## config.mk

```make
export PLATFORM = sky130hd
export DESIGN_NAME = regfile_param
export DESIGN_NICKNAME = d
export VERILOG_FILES = /design/src/rtl/regfile_param.sv
export SDC_FILE = /design/constraint.sdc
export NUM_CORES = 1
export LEC_CHECK = 0
export CAP_MARGIN = 30
export CORE_AREA = 8 8 120 122
export CTS_BUF_LIST = sky130_fd_sc_hd__clkbuf_8
export DETAILED_ROUTE_END_ITERATION = 10
export DIE_AREA = 0 0 128 130
export GPL_TIMING_DRIVEN = 1
export PLACE_DENSITY = 0.55
export SLEW_MARGIN = 20
export SYNTH_ARGS = -nofsm -noshare
export SYNTH_HDL_FRONTEND = slang
export SYNTH_SLANG_ARGS = --single-unit
```

## constraint.sdc

```tcl
create_clock -name clk -period 2 [get_ports clk]
set_clock_uncertainty 0.2 [all_clocks]
set_input_delay 0.4 -clock clk [delete_from_list [all_inputs] [get_ports clk]]
set_output_delay 0.4 -clock clk [all_outputs]
set_load 0.005 [all_outputs]
```

## src/rtl/regfile_param.sv

```systemverilog
// Parametrised register file: one write port, two registered read ports with
// write-first bypass, optional hardwired zero entry and a sequential clear engine.
module regfile_param #(
  parameter int WIDTH    = 4,
  parameter int ADDR_W   = 4,
  parameter bit ZERO_REG = 1'b0
) (
  input  logic              clk,
  input  logic              rst_n,
  input  logic              we,
  input  logic [ADDR_W-1:0] waddr,
  input  logic [WIDTH-1:0]  wdata,
  input  logic              re1,
  input  logic [ADDR_W-1:0] raddr1,
  output logic [WIDTH-1:0]  rdata1,
  input  logic              re2,
  input  logic [ADDR_W-1:0] raddr2,
  output logic [WIDTH-1:0]  rdata2,
  input  logic              clr_req,
  output logic              busy,
  output logic              wr_drop
);

  localparam int DEPTH = 2 ** ADDR_W;

  typedef enum logic {IDLE, CLEAR} state_e;

  state_e            state_q, state_d;
  logic [ADDR_W-1:0] cnt_q, cnt_d;
  logic [WIDTH-1:0]  mem_q [DEPTH];
  logic [WIDTH-1:0]  mem_d [DEPTH];
  logic [WIDTH-1:0]  rdata1_q, rdata1_d;
  logic [WIDTH-1:0]  rdata2_q, rdata2_d;
  logic              wr_drop_q, wr_drop_d;
  logic              start_clr, blocked, wr_ok;

  // The entry edge (IDLE with clr_req) already blocks writes and reads.
  assign start_clr = (state_q == IDLE) && clr_req;
  assign blocked   = (state_q == CLEAR) || start_clr;
  assign wr_ok     = we && !blocked && !(ZERO_REG && (waddr == '0));

  function automatic logic [WIDTH-1:0] rd_sel(
    input logic              re,
    input logic [ADDR_W-1:0] raddr,
    input logic [WIDTH-1:0]  entry,
    input logic [WIDTH-1:0]  prev
  );
    if (!re)                              return prev;
    if (blocked)                          return '0;
    if (ZERO_REG && (raddr == '0))        return '0;
    if (wr_ok && (raddr == waddr))        return wdata;
    return entry;
  endfunction

  always_ff @(posedge clk or negedge rst_n) begin
    if (!rst_n) begin
      state_q   <= IDLE;
      cnt_q     <= '0;
      mem_q     <= '{default: '0};
      rdata1_q  <= '0;
      rdata2_q  <= '0;
      wr_drop_q <= 1'b0;
    end else begin
      state_q   <= state_d;
      cnt_q     <= cnt_d;
      mem_q     <= mem_d;
      rdata1_q  <= rdata1_d;
      rdata2_q  <= rdata2_d;
      wr_drop_q <= wr_drop_d;
    end
  end

  always_comb begin
    state_d = state_q;
    cnt_d   = cnt_q;
    case (state_q)
      IDLE: begin
        if (clr_req) begin
          state_d = CLEAR;
          cnt_d   = '0;
        end
      end
      CLEAR: begin
        cnt_d = cnt_q + 1'b1;
        if (cnt_q == '1) state_d = IDLE;
      end
      default: state_d = IDLE;
    endcase
  end

  always_comb begin
    mem_d = mem_q;
    if (state_q == CLEAR) mem_d[cnt_q] = '0;
    else if (wr_ok)       mem_d[waddr] = wdata;
    rdata1_d  = rd_sel(re1, raddr1, mem_q[raddr1], rdata1_q);
    rdata2_d  = rd_sel(re2, raddr2, mem_q[raddr2], rdata2_q);
    wr_drop_d = we && blocked;
  end

  always_comb begin
    busy    = (state_q == CLEAR);
    rdata1  = rdata1_q;
    rdata2  = rdata2_q;
    wr_drop = wr_drop_q;
  end

endmodule

```

==> impl_metrics.ini, run 1 <==
[run_status]
status = completed

[job]
maxCapViolCount = 0

[cts]
cts-root-buf = clkbuf_8
cts_max_level = 3
clock_path_buffers = 2
cts_sinks = 78
cts_buffers = 9
insertion_delay_ns = 0.37
path_clk_slew_ns = 0.08
tritoncts = yes

[logic_synthesis]
synth.ff_latch_count = 78
synth_edf_count = 0
synthDistinctLibCells = 41
yosys.area.top_type = dfrtp_1
synth_warnings = 0
ys_seq_area_frac = 0.4205
yosysTopAreaCellShare = 0.4205
synth_commonest_cells = nand2_1, dfrtp_1, mux2i_1
synth_ff_type = dfrtp_1
synth_area_sq_um = 4642
syn-instance-count = 412
synth.most_common_cell = nand2_1
yosys-top-cells-area = dfrtp_1, mux2i_1, mux4_1, mux4_2, nand2_1
avgSynthCellArea_sq_um = 11.27
synthesis.nets = 438
ys_async_sr_fraction = 1.000

[power]
p_int_mw = 3.864
seq_power_share = 0.463
p_sw_mw = 2.260
ir_drop_mv = 0.5896
p_leak_nw = 2.931
pwr-share-comb = 0.358
pwr-share-clk = 0.179
p_per_area_nw_per_um2 = 1049
switching_share = 0.3690

[route]
via_per_inst = 5.554
vias = 3677
wl_mm = 14.33
detail-route-antenna-nets = 0
firstDrtPassIters = 4
wl_per_cell_um = 21.65
drtIter0Drc = 325
drc = 0

[worst_setup_path]
reg2reg_from = mem_q[42]
startpoint_type = primary input
worst_setup_path_end_kind = register
cp_common_cell = buf_4
crit_start = waddr[0]
cp_max_fo = 6
arrival_ns = 2.04
crit_type = in2reg
cp.required_ns = 2.08
critPathMaxStageDelay_ns = 0.54
critPathSlowestCell = clkdlybuf4s50_1
worstPathCellList = clkdlybuf4s50_1, buf_4, nand2b_1, buf_4, nor3_4, buf_4, nor2_1, a211oi_2

[global_routing]
grt_pass1_wl_mm = 22.31
antenna_found_initial = 0
grt_use_met1 = 0.2424
grt_util_met2 = 0.2738
grt.busiest_layer = met2
grt_overflow = 0
gr-usage-all-layers = 0.1813
grt_start_max_net_pins = 79
use_met3 = 0.03835
grt_pass1_vias = 3762

[place]
placed_area_sq_um = 5480
dpl.hpwl_mm = 10.72
dp_cells = 639
portBuffers = 31
gp_congestion = 0.9063

[floorplan]
start_util = 0.3739
fp.dieArea_sq_um = 16640
core_sq_um = 12410
die-width_um = 128
rows = 41
die_h_um = 130
pin_count = 32

[timing]
slew_headroom = 0.7003
worst_pin_slew_ns = 0.4496
final_hold_viol_count = 0
drv_slew = 0
setup-violations-final = 0
fin_crit_ns = 1.961
whs_ns = 0.2985
timing.final.crit_share = 0.9806
fmax_mhz = 509.9

[min_path]
hold_start = rdata2[1]
hold_class = reg2reg

[final_layout]
diodes = 0
drive_above_1_share = 0.2020
stdcell_count = 662
nets = 511
fin_area_sq_um = 5839
area_delta_synth_final_pct = 25.80
==> power groups by stage <==
stage / sequential (mW) / combinational, mW / clock [mW]
6_report: 2.84 / 2.19 / 1.09
5_1_grt: 2.90 / 2.41 / 1.21
4_1_cts: 2.81 / 2.19 / 1.13
3_5_place_dp: 2.86 / 2.07 / 0
3_3_place_gp: 2.87 / 1.99 / 0
2_1_floorplan: 2.48 / 1.54 / 0
==> layout make-up <==
cell class	count	area (sq um)
fillers	1171	6575
multi-input cells	303	2586
flip-flops and latches	78	1953
repair buffers	85	874.6
well taps	172	215.2
clock buffers	12	165.2
inverters	8	30.03
clock inverters	4	15.01
==> repair_timing <==
action | in CTS | in global routing
setup buffers | 3 | 0
hold buffers | 1 | 0
gates cloned | 3 | 0
gates resized for setup | 11 | 15
pin swaps | 1 | 3
endpoints found under the hold margin | 78 | 0
setup endpoints to repair | 11 | 24
==> cell usage in the layout, fill, tap and decap left out, types with 3 or more instances in the layout <==
master	instances
dlygate4sd2_1	3
nor4_2	4
xor2_1	8
inv_1	12
a221o_1	4
nand3_1	11
clkdlybuf4s50_1	24
clkbuf_8	12
nand2_1	93
o21ai_0	12
dfrtp_1	77
mux2i_1	60
o21ai_1	4
nor3_1	3
nor2_1	16
buf_12	9
nor2b_1	8
mux4_1	16
a32oi_1	4
mux4_2	16
and3_1	10
ha_1	4
buf_4	40
==> metrics by stage <==
stage	setup TNS [ns]	util	power (mW)	setup WS (ns)
after floorplan	0	-	4.021	0.005975
after global placement	-18.35	0.4414	4.863	-0.5895
after detailed placement	-18.97	0.4414	4.928	-0.6333
after CTS	0	0.4666	6.123	0.01391
after global routing	-0.01615	0.4704	6.511	-0.01465
final	0	0.4704	6.124	0.03880
==> worst paths after layout <==
| path | cells after the start | to | slack, ns |
|---|---|---|---|
| min reg2reg | 2 | rdata2[1] | 0.30 |
| min in group asynchronous | 3 | mem_q[1] | 0.37 |
| max reg2reg | 4 | rdata1[2] | 0.10 |
| min | 2 | rdata2[1] | 0.30 |
| max in group asynchronous | 3 | busy | 0.82 |
| max | 8 | mem_q[0] | 0.04 |
==> per-layer routing <==
metal / share of wire / up-vias / routed length (um)
met4: 0.036 / 0 / 520
met2: 0.44 / 174 / 6290
met3: 0.070 / 30 / 1006
met1: 0.45 / 1817 / 6516
met5: 0 / - / 0
li1: - / 1656 / -
==> critical path, delay by kind of cell <==
family	cells	cell delay (ns)
buf+inv	4	1.07
simple gates	3	0.36
compound gates	1	0.21
==> registers in the layout, indices dropped and copies added, names as in the netlist <==
signal	cells
rdata1	4
mem_q	64
rdata2	4
wr_drop	1
busy	1
cnt_q	4
==> logic make-up after synthesis <==
kind of cell,share of synthesized area
AOI/OAI and AO/OA,0.05606
xor gates and xnor gates,0.01887
adders and majority gates,0.01078
buffers and inverters,0.03612
DFF,0.4205
muxes,0.2976
and+or+nand+nor,0.1601
Note: power is estimated with default switching activity, not from simulation.
==> inputs of run 2 (changes only) <==
--- a/config.mk
+++ b/config.mk
@@ -12,7 +12,7 @@
 export DIE_AREA = 0 0 128 130
 export GPL_TIMING_DRIVEN = 1
 export PLACE_DENSITY = 0.55
-export SLEW_MARGIN = 20
+export SLEW_MARGIN = 30
 export SYNTH_ARGS = -nofsm -noshare
 export SYNTH_HDL_FRONTEND = slang
 export SYNTH_SLANG_ARGS = --single-unit
==> results of run 2 <==
Final layout, timing and power as in run 1 (identical DEF).
==> inputs of run 3 (changes only) <==
--- a/config.mk
+++ b/config.mk
@@ -6,10 +6,10 @@
 export NUM_CORES = 1
 export LEC_CHECK = 0
 export CAP_MARGIN = 30
-export CORE_AREA = 8 8 120 122
+export CORE_AREA = 2 2 114 116
 export CTS_BUF_LIST = sky130_fd_sc_hd__clkbuf_8
 export DETAILED_ROUTE_END_ITERATION = 10
-export DIE_AREA = 0 0 128 130
+export DIE_AREA = 0 0 116 118
 export GPL_TIMING_DRIVEN = 1
 export PLACE_DENSITY = 0.55
 export SLEW_MARGIN = 30
==> run 3 against run 2 <==
Compared with the run above:
- sequential power is essentially flat
- design area fell by 0.28%
- total power fell by 0.11%
- utilization fell by 0.13 points
- first-iteration DRC count decreased by 4.0%
==> impl_metrics.ini, run 3 (synthesized netlist as in run 1, its figures left out) <==
[worst_setup_path]
critPathMaxStageDelay_ns = 0.59
cp.required_ns = 2.06
cp_max_fo = 8
cp_common_cell = buf_4
worstPathCellList = clkdlybuf4s50_1, buf_4, nor2b_1, buf_4, nand2_1, mux2i_1
cp_num_buf_inv = 3
arrival_ns = 2.05
startpoint_type = primary input
path_delay_family = buffers and inverters
crit_type = in2reg
critPathSlowestCell = clkdlybuf4s50_1
worst_setup_path_end_kind = register

[job]
maxCapViolCount = 0

[final_layout]
diodes = 0
drive_above_1_share = 0.2176
final_cell_mix = nand2_1, dfrtp_1, mux2i_1
largest_register_ffs = 64
nets = 524
area_delta_synth_final_pct = 25.44
layout_commonest_cell = nand2_1
regMostFlops = mem_q

[timing]
grt_setup_unrepaired = false
drv_slew = 0
setup_tns_ns = 0
fin_crit_ns = 1.995
finalWorstSetupSlack_ns = 0.005106
slew_headroom = 0.7548
setup-violations-final = 0
final_hold_viol_count = 0
worst_pin_slew_ns = 0.3678
timing.final.crit_share = 0.9974
fmax_mhz = 501.3

[cts]
clock_path_buffers = 2
cts_sinks = 78
path_clk_slew_ns = 0.07
cts-root-buf = clkbuf_8
insertion_delay_ns = 0.38
cts_max_level = 3
tritoncts = yes
cts_buffers = 9

[power]
switching_share = 0.3754
pwr-share-comb = 0.371
p_sw_mw = 2.296
pwr-share-clk = 0.168
finalPower_mw = 6.118
p_per_area_nw_per_um2 = 1051
p_leak_nw = 2.924
p_int_mw = 3.821
seq_power_share = 0.461
ir_drop_mv = 0.5611

[place]
pre_cts_ws_ns = -0.6131
dpl.hpwl_mm = 11.08
portBuffers = 31
gp_congestion = 0.9410

[route]
wl_met2_mm = 6.393
wl_per_cell_um = 21.70
drc = 0
via_per_inst = 5.574
wl_met1_mm = 6.765
wl_mm = 14.60
drtIter0Drc = 312
firstDrtPassIters = 6
dr.max_layer_used = met4
vias = 3751
dr_wl_met3_mm = 1.126
detail-route-antenna-nets = 0

[floorplan]
die-width_um = 116
die_h_um = 118
start_util = 0.3739
core_sq_um = 12410
fp.dieArea_sq_um = 13690
rows = 41
pin_count = 32

[global_routing]
antenna_found_initial = 0
grt_pass1_wl_mm = 22.42
grt_pass1_vias = 3683
gr-usage-all-layers = 0.2250
grt_start_max_net_pins = 37
grt_overflow = 0

[run_status]
status = completed

[min_path]
hold_class = in2async
[run 3: cell types whose count changed in the layout (fill, tap and decap cells not counted), moves of 2 or more]
cell,before,now
a211oi_2,2,0
a211oi_1,2,4
mux4_2,16,19
a22oi_2,2,0
clkinv_2,0,2
buf_12,9,6
mux4_1,16,13
buf_4,40,58
inv_1,12,10
clkbuf_8,12,10
a22oi_1,2,4
[run 3: layout make-up]
cell class	count	area [sq um]
Clock buffer	10	137.6
Tap cell	172	215.2
Inverter	8	30.03
Sequential cell	78	1953
Multi-Input combinational cell	303	2535
Fill cell	1181	6591
Timing Repair Buffer	98	934.6
Clock inverter	4	17.52
[run 3: what timing repair did]
action                                 in CTS  in global routing
cloned                                      2                  1
buffers inserted                            4                  1
hold buffers                                1                  0
gates resized for setup                    10                 12
setup endpoints to repair                  10                 18
pin swaps                                   0                  2
endpoints found under the hold margin      22                  0
[run 3: worst paths after layout]
| path | from | endpoint | slack [ns] | cells past startpoint |
|---|---|---|---|---|
| worst max-delay path | waddr[3] | mem_q[20] | 0.005 | 6 |
| max in group asynchronous | rst_n | mem_q[53] | 0.81 | 3 |
| worst max register to register | mem_q[40] | rdata1[0] | 0.12 | 4 |
| worst min-delay path | rst_n | wr_drop | 0.27 | 2 |
| worst min register to register | rdata2[1] | rdata2[1] | 0.32 | 2 |
| min in group clk | rdata2[1] | rdata2[1] | 0.32 | 2 |
[run 3: stage by stage]
step | hold slack (ns) | cells | util | instance area (sq um)
3_5_place_dp | 0.1371 | 650 | 0.4461 | 5538
5_1_grt | 0.3033 | 673 | 0.4691 | 5823
2_1_floorplan | -0.09559 | 412 | - | 4642
6_report | 0.2716 | 673 | 0.4691 | 5823
4_1_cts | 0.2744 | 671 | 0.4678 | 5808
3_3_place_gp | 0.1294 | 650 | 0.4461 | 5538
[run 3: worst register-to-register path: cells and delay by family, from the launching register on]
family | cells | cell delay (ns)
flip-flops | 1 | 0.42
AO/OA/AOI/OAI | 1 | 0.30
multiplexers | 3 | 0.84
[run 3: metal layers]
metal	up-vias	global-route usage
met3	26	0.06128
met4	0	0.07217
li1	1679	-
met2	165	0.3271
met5	-	0
met1	1881	0.3252
[run 3: power by group through the flow]
stage,logic (mW),clock network (mW),registers [mW]
2_1_floorplan,1.54,0,2.48
3_3_place_gp,2.10,0,2.85
3_5_place_dp,2.17,0,2.85
4_1_cts,2.25,1.06,2.81
5_1_grt,2.49,1.13,2.89
6_report,2.27,1.03,2.82
